**config.mk**
```make
export PLATFORM = sky130hd
export DESIGN_NAME = mac_seq_nbit
export DESIGN_NICKNAME = d
export VERILOG_FILES = /design/src/rtl/mac_seq_nbit.sv
export SDC_FILE = /design/constraint.sdc
export NUM_CORES = 1
export LEC_CHECK = 0
export ABC_AREA = 1
export ABC_CLOCK_PERIOD_IN_PS = 8200
export CORE_UTILIZATION = 58
export CTS_CLUSTER_SIZE = 10
export DETAILED_ROUTE_END_ITERATION = 8
export GPL_ROUTABILITY_DRIVEN = 0
export PLACE_DENSITY = 0.81
export SYNTH_ARGS = -nofsm -noshare
export SYNTH_HDL_FRONTEND = slang
export SYNTH_SLANG_ARGS = --single-unit
```
**constraint.sdc**
```tcl
create_clock -name clk -period 8.2 [get_ports clk]
set_input_delay 1.64 -clock clk [delete_from_list [all_inputs] [get_ports clk]]
set_output_delay 1.64 -clock clk [all_outputs]
set_load 0.005 [all_outputs]
```
**src/rtl/mac_seq_nbit.sv**
```systemverilog
// Sequential unsigned multiply-accumulate: one CHUNKxCHUNK multiplier is reused over
// (WIDTH/CHUNK)^2 cycles, then the product is loaded into or added to a wrapping accumulator.
module mac_seq_nbit #(
  parameter int WIDTH     = 16,
  parameter int CHUNK     = 8,
  parameter int ACC_WIDTH = 2*WIDTH+8
) (
  input  logic                   clk,
  input  logic                   reset,
  input  logic                   start,
  input  logic                   acc_en,
  input  logic                   clear,
  input  logic [WIDTH-1:0]       a,
  input  logic [WIDTH-1:0]       b,
  output logic                   busy,
  output logic                   done,
  output logic [2*WIDTH-1:0]     product,
  output logic [ACC_WIDTH-1:0]   acc,
  output logic                   ovf
);
  localparam int N     = WIDTH / CHUNK;
  localparam int IDX_W = (N > 1) ? $clog2(N) : 1;
  localparam logic [IDX_W-1:0] LAST = IDX_W'(N - 1);

  typedef enum logic [1:0] {IDLE, RUN, DONE} state_t;

  state_t                 state_q, state_d;
  logic [WIDTH-1:0]       a_q, a_d, b_q, b_d;
  logic                   acc_en_q, acc_en_d;
  logic [IDX_W-1:0]       i_q, i_d, j_q, j_d;
  logic [2*WIDTH-1:0]     partial_q, partial_d;
  logic [2*WIDTH-1:0]     product_q, product_d;
  logic [ACC_WIDTH-1:0]   acc_q, acc_d;
  logic                   ovf_q, ovf_d;
  logic                   busy_q, busy_d, done_q, done_d;

  logic [CHUNK-1:0]       a_slice, b_slice;
  logic [2*CHUNK-1:0]     pp;
  logic [31:0]            shamt;
  logic [2*WIDTH-1:0]     pp_shift;
  logic [ACC_WIDTH:0]     acc_sum;
  logic                   last_step;

  assign a_slice   = a_q[int'(i_q)*CHUNK +: CHUNK];
  assign b_slice   = b_q[int'(j_q)*CHUNK +: CHUNK];
  assign pp        = {{CHUNK{1'b0}}, a_slice} * {{CHUNK{1'b0}}, b_slice};
  assign shamt     = 32'((int'(i_q) + int'(j_q)) * CHUNK);
  assign pp_shift  = (2*WIDTH)'(pp) << shamt;
  // Extra MSB captures the carry out of the accumulator for the sticky overflow.
  assign acc_sum   = {1'b0, acc_q} + {1'b0, ACC_WIDTH'(partial_q)};
  assign last_step = (i_q == LAST) && (j_q == LAST);

  always_ff @(posedge clk) begin
    if (reset) begin
      state_q   <= IDLE;
      a_q       <= '0;
      b_q       <= '0;
      acc_en_q  <= 1'b0;
      i_q       <= '0;
      j_q       <= '0;
      partial_q <= '0;
      product_q <= '0;
      acc_q     <= '0;
      ovf_q     <= 1'b0;
      busy_q    <= 1'b0;
      done_q    <= 1'b0;
    end else begin
      state_q   <= state_d;
      a_q       <= a_d;
      b_q       <= b_d;
      acc_en_q  <= acc_en_d;
      i_q       <= i_d;
      j_q       <= j_d;
      partial_q <= partial_d;
      product_q <= product_d;
      acc_q     <= acc_d;
      ovf_q     <= ovf_d;
      busy_q    <= busy_d;
      done_q    <= done_d;
    end
  end

  always_comb begin
    state_d = state_q;
    case (state_q)
      IDLE:    if (start) state_d = RUN;
      RUN:     if (last_step) state_d = DONE;
      DONE:    state_d = IDLE;
      default: state_d = IDLE;
    endcase
  end

  always_comb begin
    a_d       = a_q;
    b_d       = b_q;
    acc_en_d  = acc_en_q;
    i_d       = i_q;
    j_d       = j_q;
    partial_d = partial_q;
    product_d = product_q;
    acc_d     = acc_q;
    ovf_d     = ovf_q;
    busy_d    = (state_d != IDLE);
    done_d    = (state_d == DONE);
    case (state_q)
      IDLE: begin
        if (start) begin
          a_d       = a;
          b_d       = b;
          acc_en_d  = acc_en;
          partial_d = '0;
          i_d       = '0;
          j_d       = '0;
        end
      end
      RUN: begin
        partial_d = partial_q + pp_shift;
        if (j_q == LAST) begin
          j_d = '0;
          i_d = i_q + 1'b1;
        end else begin
          j_d = j_q + 1'b1;
        end
      end
      DONE: begin
        product_d = partial_q;
        if (acc_en_q) begin
          acc_d = acc_sum[ACC_WIDTH-1:0];
          if (acc_sum[ACC_WIDTH]) ovf_d = 1'b1;
        end else begin
          acc_d = ACC_WIDTH'(partial_q);
        end
      end
      default: ;
    endcase
    // clear wins over the DONE update of acc/ovf; product is unaffected.
    if (clear) begin
      acc_d = '0;
      ovf_d = 1'b0;
    end
  end

  assign busy    = busy_q;
  assign done    = done_q;
  assign product = product_q;
  assign acc     = acc_q;
  assign ovf     = ovf_q;
endmodule

```
# [Word level (Yosys, flattened, before mapping)]
# Cells that the tools add are included.
[totals] register_bits=144 inputBits=37
[op_classes] addsub=5 multipliers=1 n_eq_ne=5 shift=3 muxes=11 reduce_logical=9
[ops] operator="case mux 32 bit (2 select lines)" count=1
[ops] operator="adder 40 x 32 -> 41 bit" count=1
[ops] operator="two-way mux 40 bit" count=1
[ops] operator="adder 32 bit" count=1
[ops] operator="two-way mux 32 bit" count=1
[ops] operator="indexed part select 16 x 5 -> 8 bit" count=2
[ops] operator="<< shifter 16 x 5 -> 32 bit" count=1
[ops] operator="multiplier 8 x 8 -> 16 bit" count=1
[ops] operator="AND reduction 3 bit" count=2
[ops] operator="equality test 2 bit (second input constant)" count=2
[ops] operator="two-way mux 2 bit" count=2
[ops] operator="!= test 2 bit (second input constant)" count=2
[ops] operator="case mux 1 bit (2 select lines)" count=2
[ops] operator="case mux 2 bit (2 select lines)" count=1
[ops] operator="AND reduction 2 bit" count=2
[ops] operator="nonzero test 2 bit" count=2
[ops] operator="two-way mux 1 bit" count=3
[ops] operator="adder 1 bit (second input constant)" count=2
[ops] operator="adder 1 x 1 -> 2 bit" count=1
[ops] operator="equality test 2 x 1 -> 1 bit (second input constant)" count=1
[ops] operator="logical NOT 2 bit" count=1
[ops] operator="OR reduction 2 bit" count=1
[ops] operator="logical AND 1 bit" count=1

# [Longest topological paths before layout]
[logic_depth] word_depth=5 ltp_mapped=37 mapped_depth_nobuf=36

# [Worst setup path after synthesis]
# No wires, ideal clock.
[synth_path] path_kind="register to register" startpoint="register j_q" endpoint="register partial_q[21]" setup_time_ns=0.132 arrival_time_ns=6.009 required_ns=8.068 setup_slack_ns=2.059 stages_incl_launch_ff=32 synth_period_minus_slack_ns=6.141 cell_sequence="dfxtp_1 > buf_2 > inv_1 > or2_2 > o21ai_1 > or2_2 > fa_1 > fa_1 > inv_1 > fa_1 > inv_1 > fa_1 > inv_1 > ha_1 > a21o_1 > a21oi_1 > o21ai_1 > a21oi_1 > xor2_1 > nand2_1 > o21ai_2 > nor2_1 > ha_1 > a21oi_1 > o21ai_0 > inv_1 > o21ai_0 > nand2_1 > nand3_1 > or2_2 > nand3_1 > a21oi_1"
[synth_via] elab_chain_len=5 word_cells_on_any_way=6 cone_classes="2 x add/sub; 1 x mul; 2 x shift; 1 x mux"
[synth_rtl] element="from (decl)" line_no="30" text="logic [IDX_W-1:0] i_q, i_d, j_q, j_d;"
[synth_rtl] element="from (signal assigned)" line_no="73" text="j_q <= j_d;"
[synth_rtl] element="indexed part select 16 x 5 -> 8 bit" line_no="45" text="assign b_slice = b_q[int'(j_q)*CHUNK +: CHUNK];"
[synth_rtl] element="multiplier 8 x 8 -> 16 bit" line_no="46" text="assign pp = {{CHUNK{1'b0}}, a_slice} * {{CHUNK{1'b0}}, b_slice};"
[synth_rtl] element="<< shifter 16 x 5 -> 32 bit (*)" line_no="48" text="assign pp_shift = (2*WIDTH)'(pp) << shamt;"
[synth_rtl] element="adder 32 bit (*)" line_no="117" text="partial_d = partial_q + pp_shift;"
[synth_rtl] element="case mux 32 bit (2 select lines) (*)" line_no="105" text="case (state_q)"
[synth_rtl] element="to (signal assigned)" line_no="74" text="partial_q <= partial_d;"
[synth_rtl] element="to (decl)" line_no="31" text="logic [2*WIDTH-1:0] partial_q, partial_d;"
# Every way passes the cells marked *; elsewhere a longest branch is shown, timed or not.
# A chain may end at the register's enable or synchronous reset.

# [Worst setup path in the final report]
[layout_path] startpoint="register j_q" endpoint="register partial_q[18]"
# Same word-level chain as after synthesis.

==> impl_metrics.toml <==
[cells_and_area]
final_cells = 2131
drive_gt1_frac = 0.0600
layout.nets = 2028
diodes = 0
area_growth_pct = 15.6

[floorplanning]
row_count = 51
coreArea_um2 = 19700
start_util = 0.599
dieArea_um2 = 20900
io_pins = 112
die_h_um = 145
die_x_um = 145

[place]
dp_slack_ns = 1.41
port_buffers = 111
hpwl_mm = 27.9
placed_cells = 2099

[yosys]
syn_area_um2 = 11800
muxShareOfSynthArea = 0.00424
synth_nets = 1945
synth_ff_type = "dfxtp_1"
ys_ff_latch = 144
synthAdderAreaFrac = 0.170
syn_inst = 1770
synth_edf_count = 0
synth.distinct_cells = 47
synth_top_family_by_area = "simple AND/OR/NAND/NOR gates"
synth_xor_area_frac = 0.0148
postSynthAreaPerCell_um2 = 6.67
synth_compound_area_frac = 0.201
yosysSeqAreaShare = 0.244
synthSimpleGateAreaFrac = 0.285
ys_warn_count = 0
ys_async_sr_fraction = 0

[sta]
worst_pin_slew_ns = 1.14
fin_crit_sh = 0.853
fin_worst_skew_ns = 0.00804
fin_crit_ns = 6.99
fmax_ghz = 0.143
rsz0062_at_grt = "false"
slew_headroom = 0.239
hold_violations = 0
setup_ws_ns = 1.21
setup_violations = 0
tns_ns = 0
drv_slew = 0

[critical_path]
critPathKind = "flip-flop to flip-flop"
critPathArrivalTime_ns = 7.35
path_max_fanout = 10
cp-end-kind = "flip-flop"
timing.critical_path.buf_inv = 4
critPathRequiredTime_ns = 8.56
crit_family = "adder cells"
cp-start-kind = "flip-flop"
slowest_delay_ns = 0.59
slowest_stage = "dfxtp_1"

[power_and_ir_drop]
ir_drop_mv = 0.138
switching_share = 0.332
power_frac_seq = 0.378
p_per_area_nw_per_um2 = 144
power_w = 0.00197
pwr-share-clk = 0.403
p_int_w = 0.00131
p_leak_nw = 6.03
p_switching_w = 0.000653
power_frac_comb = 0.220

[detailed_routing]
drtAntennaViolNets = 0
finalWirelength_mm = 36.3
dr.first_iter.drc_count = 1167
drtPass1Iterations = 8
routed-via-count = 12592
routedWlPerCell_um = 17.0
avgViaCountPerCell = 5.91
drc = 0

[global_routing]
grt_max_degree = 81
grt.total_usage = 0.354
antenna_found_initial = 0
grt_overflow = 0
grt_pass1_vias = 11600
grt_pass1_wl_mm = 57.2

[clock_tree]
clock-sinks = 144
post-cts-setup-buffers = 0
cts_max_level = 4
clk_path_buf_depth = 2
cts_buffers = 17
tritoncts = "built"
cts_hold_buffers = 0
cts-root-buf = "clkbuf_16"
clk_latency_ns = 0.43
cts.clk_slew.worst_paths_ns = 0.07
cts_resized = 0

[flow_run]
cap_violations = 0

[worst_hold_path]
hold_class = "flip-flop to flip-flop"

[status]
status = "complete, no violations"
[cell families after synthesis]
family | Yosys count
and+or+nand+nor | 788
AOI/OAI and AO/OA | 423
buffers and inverters | 252
DFF | 144
adders and majority gates | 138
xor gates and xnor gates | 20
muxes | 5
[registers in the layout (all words and copies together), names as in the netlist]
name       flops
partial_q     32
acc           40
product       32
ovf            1
i_q            1
a_q           16
state_q        2
j_q            1
acc_en_q       1
done           1
b_q           16
busy           1
[Yosys cell counts, types with 6 or more instances]
master,n,area share
nand2_1,303,0.096
o21bai_1,11,0.0070
o21ai_0,129,0.055
inv_1,194,0.062
nor2_1,284,0.090
xor2_1,13,0.0096
a21o_1,12,0.0076
buf_2,10,0.0042
a31oi_1,10,0.0053
clkbuf_1,36,0.011
or2_2,22,0.012
ha_1,100,0.11
nand4_1,20,0.011
xnor2_1,7,0.0052
nor2_2,10,0.0053
o21ai_2,8,0.0059
a21oi_1,187,0.079
o22ai_1,7,0.0037
o211a_1,8,0.0068
dfxtp_1,144,0.24
nand3b_1,9,0.0057
inv_2,6,0.0019
o21ai_1,21,0.0089
nand3_1,73,0.031
nand2_2,13,0.0069
fa_1,38,0.064
nor3_1,34,0.014
o21a_1,13,0.0083
[layout make-up]
type,instances,area (µm²)
clock buffers,20,457
clock inverters,12,125
fillers,1706,6060
inverters,201,754
multi-input cells,1374,7970
flip-flops and latches,144,2880
well taps,265,332
repair buffers,115,1140
[power by group through the flow]
| stage | clock [W] | sequential (W) | combinational, W |
|---|---|---|---|
| 6_report | 0.000792 | 0.000743 | 0.000432 |
| 5_1_grt | 0.000826 | 0.000745 | 0.000480 |
| 4_1_cts | 0.000790 | 0.000742 | 0.000423 |
| 3_5_place_dp | 0 | 0.000758 | 0.000418 |
| 3_3_place_gp | 0 | 0.000758 | 0.000409 |
| 2_1_floorplan | 0 | 0.000749 | 0.000313 |
[tightest hold or removal path, stage by stage, from the launching register on]
cell	delay [ns]
dfxtp_1	0.32
nand2_1	0.07
a21oi_1	0.05
[stage by stage]
stage / hold WS, ns / area [µm²] / util
floorplan: 0.429 / 11800 / -
finish: 0.481 / 13700 / 0.693
detailed placement: 0.471 / 13100 / 0.663
global route: 0.498 / 13700 / 0.693
CTS: 0.483 / 13700 / 0.693
global placement: 0.460 / 13100 / 0.663
[routing by layer]
metal | vias to the layer above | part of all wire | global-route usage
met4 | 0 | 0.053 | 0.182
met5 | - | 0 | 0
li1 | 6050 | - | -
met2 | 696 | 0.45 | 0.593
met1 | 5679 | 0.41 | 0.432
met3 | 167 | 0.088 | 0.0678
[path summary, 6_finish.rpt]
| check | start | to | slack (ns) | depth (start not counted) |
|---|---|---|---|---|
| worst max register to register | j_q | partial_q[18] | 1.21 | 28 |
| worst max-delay path | j_q | partial_q[18] | 1.21 | 28 |
| worst min register to register | acc[38] | acc[38] | 0.48 | 2 |
| worst min-delay path | acc[38] | acc[38] | 0.48 | 2 |
[layout by cell type (no fill, tap or decap), drive strengths merged, types with 12 or more instances in the layout]
cell type,Yosys,routed
o21a,13,13
clkdlybuf4s50,0,110
nand4,20,20
nand2,316,316
nor2,296,296
ha,100,100
inv,200,205
xor2,13,13
a21oi,191,191
clkbuf,36,20
fa,38,38
a21o,12,12
dfxtp,144,144
or2,31,31
o21ai,158,158
nor3,36,36
nand3,75,75
No activity file was read; power rests on OpenSTA's default activity.
